===== config.mk =====
export PLATFORM = sky130hd
export DESIGN_NAME = axi_wr_arb
export DESIGN_NICKNAME = d
export VERILOG_FILES = /design/src/rtl/axi_wr_arb.sv
export SDC_FILE = /design/constraint.sdc
export NUM_CORES = 1
export LEC_CHECK = 0
export ABC_AREA = 1
export BUFFER_PORTS_ARGS = -buffer_cell sky130_fd_sc_hd__buf_4
export CAP_MARGIN = 10
export CORE_AREA = 2 2 108 110
export DETAILED_ROUTE_END_ITERATION = 6
export DIE_AREA = 0 0 110 112
export PLACE_DENSITY = 0.48
export SYNTH_ARGS = -nofsm -noshare
export SYNTH_HDL_FRONTEND = slang
export SYNTH_SLANG_ARGS = --single-unit

===== constraint.sdc =====
create_clock -name clk -period 1.6 [get_ports clk]
set_input_delay 0.16 -clock clk [delete_from_list [all_inputs] [get_ports clk]]
set_output_delay 0.16 -clock clk [all_outputs]
set_load 0.02 [all_outputs]

===== src/rtl/axi_wr_arb.sv =====
// axi_wr_arb: two-master AXI3 write-channel arbiter.
//
// Purpose
//   Merges two write masters onto one AXI write port. m0 carries write-buffer
//   line flushes, m1 carries uncached dcache writes. One burst at a time owns
//   the AW/W channels. Bursts whose B response is still pending are counted
//   and limited to MAX_OUTST. B responses are routed back by bid[0].
//
// Ports
//   clk, rstn                 clock, asynchronous active-low reset
//   mN_aw* / mN_awready       AW request of master N (N = 0, 1)
//   mN_w*  / mN_wready        W data of master N
//   mN_bresp/bvalid, mN_bready  B response to master N
//   aw* / awready             AXI AW channel (awid = {3'b000, grant})
//   w*  / wready              AXI W channel  (wid  = {3'b000, grant})
//   bid/bresp/bvalid, bready  AXI B channel
//   awlock/awcache/awprot     constant 0
//   idle                      no burst in progress and none outstanding
module axi_wr_arb #(
   parameter int MAX_OUTST = 2
) (
   input  logic        clk,
   input  logic        rstn,
   // master 0: write-buffer flushes
   input  logic [31:0] m0_awaddr,
   input  logic [3:0]  m0_awlen,
   input  logic [2:0]  m0_awsize,
   input  logic [1:0]  m0_awburst,
   input  logic        m0_awvalid,
   output logic        m0_awready,
   input  logic [31:0] m0_wdata,
   input  logic [3:0]  m0_wstrb,
   input  logic        m0_wlast,
   input  logic        m0_wvalid,
   output logic        m0_wready,
   output logic [1:0]  m0_bresp,
   output logic        m0_bvalid,
   input  logic        m0_bready,
   // master 1: uncached dcache writes
   input  logic [31:0] m1_awaddr,
   input  logic [3:0]  m1_awlen,
   input  logic [2:0]  m1_awsize,
   input  logic [1:0]  m1_awburst,
   input  logic        m1_awvalid,
   output logic        m1_awready,
   input  logic [31:0] m1_wdata,
   input  logic [3:0]  m1_wstrb,
   input  logic        m1_wlast,
   input  logic        m1_wvalid,
   output logic        m1_wready,
   output logic [1:0]  m1_bresp,
   output logic        m1_bvalid,
   input  logic        m1_bready,
   // AXI write address channel
   output logic [3:0]  awid,
   output logic [31:0] awaddr,
   output logic [3:0]  awlen,
   output logic [2:0]  awsize,
   output logic [1:0]  awburst,
   output logic [1:0]  awlock,
   output logic [3:0]  awcache,
   output logic [2:0]  awprot,
   output logic        awvalid,
   input  logic        awready,
   // AXI write data channel
   output logic [3:0]  wid,
   output logic [31:0] wdata,
   output logic [3:0]  wstrb,
   output logic        wlast,
   output logic        wvalid,
   input  logic        wready,
   // AXI write response channel
   input  logic [3:0]  bid,
   input  logic [1:0]  bresp,
   input  logic        bvalid,
   output logic        bready,
   // status
   output logic        idle
);

   localparam int CNT_W = $clog2(MAX_OUTST + 1);
   localparam logic [CNT_W-1:0] MAX_CNT = CNT_W'(MAX_OUTST);

   typedef enum logic [1:0] {IDLE, ADDR, DATA} state_t;

   state_t           state_q;
   logic             grant_q;
   logic             last_grant_q;
   logic [CNT_W-1:0] outst_q;
   logic [CNT_W-1:0] outst_d;

   logic any_req;
   logic winner;
   logic can_issue;
   logic in_addr;
   logic in_data;
   logic aw_hs;
   logic wlast_hs;
   logic b_hs;
   logic unused_bid;

   assign in_addr = (state_q == ADDR);
   assign in_data = (state_q == DATA);

   // Arbitration: a lone requester wins; on a tie the master not granted
   // last time wins.
   always_comb begin
      any_req   = m0_awvalid | m1_awvalid;
      can_issue = (outst_q < MAX_CNT);
      if (m0_awvalid && m1_awvalid) begin
         winner = ~last_grant_q;
      end else begin
         winner = m1_awvalid;
      end
   end

   // AW channel: granted master passes through only while in ADDR.
   assign awid    = {3'b000, grant_q};
   assign awaddr  = grant_q ? m1_awaddr  : m0_awaddr;
   assign awlen   = grant_q ? m1_awlen   : m0_awlen;
   assign awsize  = grant_q ? m1_awsize  : m0_awsize;
   assign awburst = grant_q ? m1_awburst : m0_awburst;
   assign awvalid = in_addr & (grant_q ? m1_awvalid : m0_awvalid);
   assign m0_awready = in_addr & ~grant_q & awready;
   assign m1_awready = in_addr &  grant_q & awready;
   assign awlock  = 2'b00;
   assign awcache = 4'b0000;
   assign awprot  = 3'b000;

   // W channel: granted master passes through only while in DATA.
   assign wid    = {3'b000, grant_q};
   assign wdata  = grant_q ? m1_wdata : m0_wdata;
   assign wstrb  = grant_q ? m1_wstrb : m0_wstrb;
   assign wlast  = grant_q ? m1_wlast : m0_wlast;
   assign wvalid = in_data & (grant_q ? m1_wvalid : m0_wvalid);
   assign m0_wready = in_data & ~grant_q & wready;
   assign m1_wready = in_data &  grant_q & wready;

   // B channel: steered by bid[0] regardless of FSM state. bvalid toward the
   // masters is held off while reset is asserted; bready still follows the
   // selected master.
   assign m0_bvalid = rstn & bvalid & ~bid[0];
   assign m1_bvalid = rstn & bvalid &  bid[0];
   assign m0_bresp  = bresp;
   assign m1_bresp  = bresp;
   assign bready    = bid[0] ? m1_bready : m0_bready;
   assign unused_bid = ^bid[3:1];

   assign aw_hs    = awvalid & awready;
   assign wlast_hs = wvalid & wready & wlast;
   assign b_hs     = bvalid & bready;

   // Outstanding-burst counter; simultaneous AW and B handshakes cancel, and
   // a stray B response never drives it below zero.
   always_comb begin
      outst_d = outst_q;
      if (aw_hs && !b_hs) begin
         outst_d = outst_q + 1'b1;
      end else if (b_hs && !aw_hs && (outst_q != '0)) begin
         outst_d = outst_q - 1'b1;
      end
   end

   assign idle = (state_q == IDLE) && (outst_q == '0);

   always_ff @(posedge clk or negedge rstn) begin
      if (!rstn) begin
         state_q      <= IDLE;
         grant_q      <= 1'b0;
         last_grant_q <= 1'b1;
         outst_q      <= '0;
      end else begin
         outst_q <= outst_d;
         case (state_q)
            IDLE: begin
               if (any_req && can_issue) begin
                  grant_q      <= winner;
                  last_grant_q <= winner;
                  state_q      <= ADDR;
               end
            end
            // grant is held here even if the master drops awvalid early
            ADDR: begin
               if (aw_hs) begin
                  state_q <= DATA;
               end
            end
            // returning to IDLE forces one bubble cycle before the next grant
            DATA: begin
               if (wlast_hs) begin
                  state_q <= IDLE;
               end
            end
            default: state_q <= IDLE;
         endcase
      end
   end

endmodule

==> impl_metrics.sql, run 1 <==
INSERT INTO impl_metrics (metric_group, metric, value, unit) VALUES
('outcome', 'run_status', 'finished clean', ''),
('grt', 'track_usage', '0.119', ''),
('route', 'drt_iter0_drc', '116', ''),
('route', 'dr_total_vias', '2812', ''),
('sta', 'final_critical_path_setup_slack', '0.0778', 'ns'),
('die', 'core_area', '0.0112', 'mm2'),
('synth', 'synth.most_common_cell', 'nand2_1', ''),
('synth', 'synth.area.top_cells', 'nand2_1 61%, buf_4 10%, dfrtp_1 8.1%, inv_1 4.9%, buf_2 2.9%', ''),
('power_and_ir_drop', 'pwr_density_cell', '1470', 'mW/mm2'),
('clocking', 'clock_tree_from_tritoncts', 'yes', ''),
('layout', 'drive_above_1_share', '0.463', ''),
('clocking', 'clock_tree.root_cell', 'clkbuf_16', ''),
('critical_path', 'critical_path_arrival', '1.36', 'ns'),
('synth', 'postSynthRegisterBits', '6', ''),
('sta', 'slew_viol_final', '0', ''),
('power_and_ir_drop', 'design_power_total', '5.38', 'mW'),
('min_path', 'holdCritPathClass', 'in2reg', ''),
('flow_run', 'maxCapViolations', '0', ''),
('grt', 'met1_usage', '0.130', ''),
('power_and_ir_drop', 'power.static_leakage', '2.33', 'nW'),
('sta', 'report.final.hold_viol_count', '0', ''),
('grt', 'grt_pass1_vias', '2577', ''),
('route', 'remaining_drc_errors', '0', ''),
('sta', 'grt_setup_unrepaired', 'true', ''),
('route', 'viasPerCell', '3.84', ''),
('route', 'antenna_left', '0', ''),
('clocking', 'post-cts-setup-buffer-count', '0', ''),
('grt', 'grt_antenna_before_repair', '0', ''),
('grt', 'globalRouteMet3Util', '0.0240', ''),
('die', 'starting_density', '0.138', ''),
('synth', 'async_flop_share', '1.00', ''),
('placement', 'dp.final_hpwl', '6900', 'um'),
('die', 'io-pin-count', '282', ''),
('route', 'drt-wirelength-per-cell', '11.1', 'um'),
('clocking', 'cts_htree_levels', '1', ''),
('die', 'placementRows', '39', ''),
('critical_path', 'worstSetupPathType', 'reg2out', ''),
('synth', 'top_post_synthesis_cells_by_count', '253 x nand2_1, 21 x buf_4, 20 x inv_1', ''),
('synth', 'yosys.area.top_type_share', '0.614', ''),
('route', 'drt-pass1-iter-count', '4', ''),
('grt', 'grt_overflow', '0', ''),
('critical_path', 'timing.critical_path.to_type', 'output port', ''),
('sta', 'min_period', '1.52', 'ns'),
('layout', 'nFillCells', '1223', ''),
('synth', 'synth.cell_area', '0.00155', 'mm2'),
('route', 'totalWireLength', '8120', 'um'),
('die', 'die_width', '110', 'um'),
('layout', 'fin_nets', '763', ''),
('grt', 'largest_net_degree_at_the_start_of_global_routing', '49', ''),
('grt', 'grt_use_met2', '0.235', ''),
('synth', 'netlist.top_cell.by_area', 'nand2_1', ''),
('synth', 'synthesis.instances', '345', ''),
('placement', 'preCtsSetupSlack', '0.178', 'ns'),
('power_and_ir_drop', 'ir_drop', '0.502', 'mV'),
('synth', 'yosysWarningCount', '0', ''),
('placement', 'place.detailed.instances', '727', ''),
('layout', 'synthToLayoutAreaGrowth', '136', '%'),
('synth', 'sequential_element_share_of_the_synthesized_area', '0.0979', ''),
('critical_path', 'critical_path_required', '1.44', 'ns'),
('placement', 'finalWeightedCongestion', '0.780', ''),
('grt', 'grt_most_used_layer', 'met2', ''),
('layout', 'final-instance-count-excl-fill', '732', ''),
('critical_path', 'timing.critical_path.fanout_max', '24', ''),
('synth', 'synth-edff-count', '0', ''),
('die', 'die_height', '112', 'um'),
('critical_path', 'timing.critical_path.from_type', 'register', ''),
('layout', 'final_core_util', '0.327', ''),
('clocking', 'clk_pin_slew_worst_setup_hold_paths', '0.03', 'ns'),
('synth', 'synth_area_per_inst', '4.48', 'um2'),
('min_path', 'min_delay_path_depth', '3', ''),
('clocking', 'clock_sinks', '6', ''),
('sta', 'setup_viol_count_final', '0', ''),
('sta', 'setup_skew_after_layout', '0.00396', 'ns'),
('sta', 'max_clock_freq', '0.657', 'GHz'),
('die', 'design.die.area', '0.0123', 'mm2'),
('synth', 'distinct_cell_type_count_after_synthesis', '18', ''),
('layout', 'ant_diodes', '0', ''),
('grt', 'wire_length_of_the_first_global_routing_pass', '11900', 'um'),
('critical_path', 'timing.reg2reg.worst_path_depth', '8', ''),
('clocking', 'tritoncts.num_buffers', '3', ''),
('clocking', 'cts.path.max_buffers', '2', ''),
('synth', 'postSynth.topFlopCell', 'dfrtp_1', ''),
('sta', 'min_period_over_period', '0.951', ''),
('clocking', 'clk-insertion-delay-late', '0.23', 'ns'),
('placement', 'count_of_input_and_output_buffers', '257', '');
[sequential cells by signal, summed over array words and instances (netlist names)]
register,flops
outst_q,2
state_q,2
grant_q,1
last_grant_q,1
[layout make-up]
type,count,area [um2],area share
Clock buffer,4,78.8,0.0216
Inverter,21,78.8,0.0216
Multi-Input combinational cell,294,1140,0.314
Sequential cell,6,153,0.0418
Tap cell,143,179,0.0490
Timing Repair Buffer,264,2020,0.552
[cell families (layout without fill, tap and decap cells)]
family	after synthesis	after routing	share of synthesized area
buffers and inverters	59	289	0.201
AO/OA/AOI/OAI	6	6	0.0210
AND/OR/NAND/NOR	273	273	0.677
other	1	15	0.00242
flip-flops	6	6	0.0979
[metal layers]
layer | routed length (um) | vias up
met5 | 0 | -
li1 | - | 1472
met2 | 4110 | 171
met4 | 30 | 0
met1 | 2980 | 1167
met3 | 1000 | 2
[stage by stage]
| stage | setup TNS (ns) | instance area [um2] | hold WS (ns) |
|---|---|---|---|
| floorplan | 0 | 1600 | -0.136 |
| finish | 0 | 3650 | 0.216 |
| global route | -0.0249 | 3650 | 0.227 |
| global placement | 0 | 3550 | -0.0222 |
| detailed placement | 0 | 3550 | -0.0210 |
| CTS | 0 | 3640 | 0.214 |
[timing repair]
action | 4_1_cts | 5_1_grt
resized for setup | 2 | 2
hold buffers | 1 | 0
gates cloned | 0 | 0
hold endpoints to repair | 6 | 0
setup endpoints to repair | 2 | 15
[critical path: stages, from the launching register on]
cell and delay, ns:
dfrtp_2 0.45, inv_2 0.14, buf_6 0.22, nand2_1 0.08
nand2_1 0.09, buf_4 0.15
[where the power goes]
group          internal [mW]  leakage [nW]  switching [mW]  total (mW)
clock                  0.330        0.0382          0.0836       0.414
sequential             0.237        0.0719          0.0684       0.305
combinational           1.87          2.22            2.78        4.66
total                   2.44          2.33            2.94        5.38
[path summary, 6_finish.rpt]
kind,from,to,slack [ns]
worst max-delay path,grant_q,wdata[27],0.08
worst min-delay path,m1_awvalid,last_grant_q,0.22
worst max register to register,grant_q,outst_q[1],0.19
worst min register to register,last_grant_q,last_grant_q,0.46
max in group asynchronous,rstn,last_grant_q,1.11
min in group asynchronous,rstn,outst_q[1],0.28
[cell usage in the layout, fill, tap and decap left out]
| master | n |
|---|---|
| buf_6 | 2 |
| nor2_2 | 1 |
| o21ai_2 | 1 |
| nor3_2 | 1 |
| nand3_1 | 5 |
| inv_2 | 1 |
| nand2_1 | 253 |
| dfrtp_2 | 1 |
| a21oi_1 | 2 |
| buf_12 | 2 |
| inv_1 | 20 |
| buf_4 | 259 |
| dfstp_2 | 1 |
| o31ai_1 | 1 |
| nor2_1 | 7 |
| o21ai_0 | 2 |
| nand3_2 | 1 |
| nor3_1 | 5 |
| clkbuf_16 | 3 |
| dlygate4sd3_1 | 1 |
| conb_1 | 15 |
| clkbuf_1 | 1 |
| dfrtp_1 | 4 |
(Power assumes the default switching activity.)
==> inputs of run 2 (changes only) <==
==> constraint.sdc (replaced) <==
create_clock -name clk -period 1.5 [get_ports clk]
set_input_delay 0.15 -clock clk [delete_from_list [all_inputs] [get_ports clk]]
set_output_delay 0.15 -clock clk [all_outputs]
set_load 0.02 [all_outputs]
==> run 2 against run 1 <==
Net effect:
- routed wire length up 13%
- clock power rose by 8.0%
- setup slack lost 0.079 ns
- die area unchanged
- clock skew barely moved
- largest power group unchanged
- power up 34%
- register-to-register slack got worse by 0.09 ns
- largest cell class unchanged
- non-clock buffer count rose by 8
- the flow now finishes with violations (negative setup slack)
- sequential power up 13%
- combinational power grew 37%
- hold slack worse by 0.030 ns
==> impl_metrics.sql, run 2 (same netlist as run 1, synthesis figures left out) <==
INSERT INTO impl_metrics (metric_group, metric, value, unit) VALUES
('grt', 'wire_length_of_the_first_global_routing_pass', '11800', 'um'),
('placement', 'dp.final_hpwl', '6960', 'um'),
('sta', 'slew_viol_final', '0', ''),
('clocking', 'cts_htree_levels', '1', ''),
('sta', 'final_critical_path_setup_slack', '-0.00110', 'ns'),
('grt', 'track_usage', '0.117', ''),
('layout', 'nFillCells', '1168', ''),
('clocking', 'clk-insertion-delay-late', '0.23', 'ns'),
('die', 'die_width', '110', 'um'),
('route', 'antenna_left', '0', ''),
('clocking', 'clock_tree_from_tritoncts', 'yes', ''),
('outcome', 'run_status', 'finished with violations', ''),
('flow_run', 'maxCapViolations', '0', ''),
('layout', 'synthToLayoutAreaGrowth', '177', '%'),
('sta', 'max_clock_freq', '0.666', 'GHz'),
('layout', 'final_cell_mix', '215 x nand2_1, 185 x buf_4, 76 x buf_6', ''),
('layout', 'final-instance-count-excl-fill', '740', ''),
('grt', 'grt_antenna_before_repair', '0', ''),
('clocking', 'clock_sinks', '6', ''),
('critical_path', 'timing.critical_path.to_type', 'output port', ''),
('placement', 'count_of_input_and_output_buffers', '257', ''),
('clocking', 'clk_pin_slew_worst_setup_hold_paths', '0.04', 'ns'),
('die', 'design.die.area', '0.0123', 'mm2'),
('sta', 'min_period', '1.50', 'ns'),
('critical_path', 'critical_path_arrival', '1.35', 'ns'),
('sta', 'grt_setup_unrepaired', 'true', ''),
('min_path', 'holdCritPathClass', 'in2reg', ''),
('route', 'remaining_drc_errors', '0', ''),
('layout', 'fin_nets', '771', ''),
('clocking', 'tritoncts.num_buffers', '3', ''),
('placement', 'place.detailed.instances', '729', ''),
('power_and_ir_drop', 'pwr_density_cell', '1680', 'mW/mm2'),
('route', 'drt-wirelength-per-cell', '12.3', 'um'),
('layout', 'multi_input_combinational_cell_area', '0.00131', 'mm2'),
('route', 'dr_total_vias', '2940', ''),
('layout', 'finalInstanceArea', '0.00428', 'mm2'),
('power_and_ir_drop', 'power.static_leakage', '2.52', 'nW'),
('die', 'core_area', '0.0112', 'mm2'),
('sta', 'report.final.hold_viol_count', '0', ''),
('die', 'io-pin-count', '282', ''),
('sta', 'fin_tns_setup', '-0.00110', 'ns'),
('die', 'placementRows', '39', ''),
('route', 'viasPerCell', '3.97', ''),
('critical_path', 'critical_path_required', '1.35', 'ns'),
('layout', 'layout.cells.most_common', 'nand2_1', ''),
('route', 'totalWireLength', '9130', 'um'),
('layout', 'ant_diodes', '0', ''),
('outcome', 'violations', 'negative setup slack', ''),
('grt', 'largest_net_degree_at_the_start_of_global_routing', '37', ''),
('placement', 'postPlaceCellArea', '0.00357', 'mm2'),
('sta', 'setup_skew_after_layout', '0.00433', 'ns'),
('power_and_ir_drop', 'design_power_total', '7.19', 'mW'),
('power_and_ir_drop', 'ir_drop', '0.862', 'mV'),
('grt', 'grt_overflow', '0', ''),
('sta', 'setup_viol_count_final', '1', ''),
('placement', 'finalWeightedCongestion', '0.763', ''),
('critical_path', 'timing.critical_path.from_type', 'register', ''),
('clocking', 'clock_tree.root_cell', 'clkbuf_16', ''),
('critical_path', 'timing.critical_path.fanout_max', '6', ''),
('clocking', 'cts.path.max_buffers', '2', ''),
('die', 'starting_density', '0.138', ''),
('grt', 'grt_pass1_vias', '2623', ''),
('critical_path', 'worstSetupPathType', 'reg2out', ''),
('route', 'drt_iter0_drc', '82', ''),
('layout', 'largest_registers_in_the_final_layout', 'outst_q x2, state_q x2', ''),
('layout', 'ff_latch_area', '153', 'um2'),
('route', 'drt-pass1-iter-count', '4', ''),
('sta', 'min_period_over_period', '1.00', ''),
('die', 'die_height', '112', 'um'),
('layout', 'drive_above_1_share', '0.546', '');
==> run 2: per-layer routing <==
layer	track usage	vias to the layer above	part of all wire	wire, um
li1	-	1490	-	-
met1	0.129	1285	0.36	3250
met2	0.227	159	0.53	4830
met3	0.0263	6	0.11	1010
met4	0.0177	0	0.0053	48
met5	0	-	0	0
==> run 2: what timing repair did <==
action / in CTS / in global routing
hold buffers: 1 / 0
pin swaps: 1 / 9
endpoints found under the setup margin: 67 / 81
gates resized for setup: 25 / 117
buffers inserted: 0 / 2
hold endpoints to repair: 6 / 0
cloned: 0 / 4
==> run 2: path summary, 6_finish.rpt <==
kind,start,endpoint,slack (ns),cells past startpoint
hold reg to reg,last_grant_q,last_grant_q,0.47,2
hold / removal,m1_awvalid,last_grant_q,0.19,3
setup / recovery,grant_q,wvalid,-0.001,5
setup reg to reg,grant_q,outst_q[0],0.10,8
min in group asynchronous,rstn,state_q[0],0.27,2
max in group asynchronous,rstn,last_grant_q,1.02,2
==> run 2: through the flow <==
step	hold slack (ns)	utilization	setup slack [ns]
detailed placement	-0.0311	0.320	0.116
finish	0.186	0.383	-0.00110
global placement	-0.0334	0.320	0.158
global route	0.214	0.383	-0.0648
floorplan	-0.146	-	0.158
CTS	0.186	0.336	-0.0633
==> run 2: worst max-delay path, stage by stage, from the launching register on <==
cell	delay (ns)
dfrtp_2	0.50
buf_6	0.18
nor2_4	0.11
a21oi_4	0.05
nor2_2	0.14
buf_6	0.13
==> run 2: layout make-up <==
class	count	area share
tap	143	0.0418
sequential	6	0.0357
timing repair buffer	272	0.579
clock buffer	4	0.0184
inverter	21	0.0202
multi-input combinational	294	0.305
==> run 2: power breakdown <==
part           internal (mW)  switching [mW]  leakage (nW)  total (mW)
Clock                  0.353          0.0938        0.0382       0.447
Combinational           2.97            3.43          2.41        6.40
Sequential             0.252          0.0926        0.0719       0.345
Total                   3.57            3.62          2.52        7.19
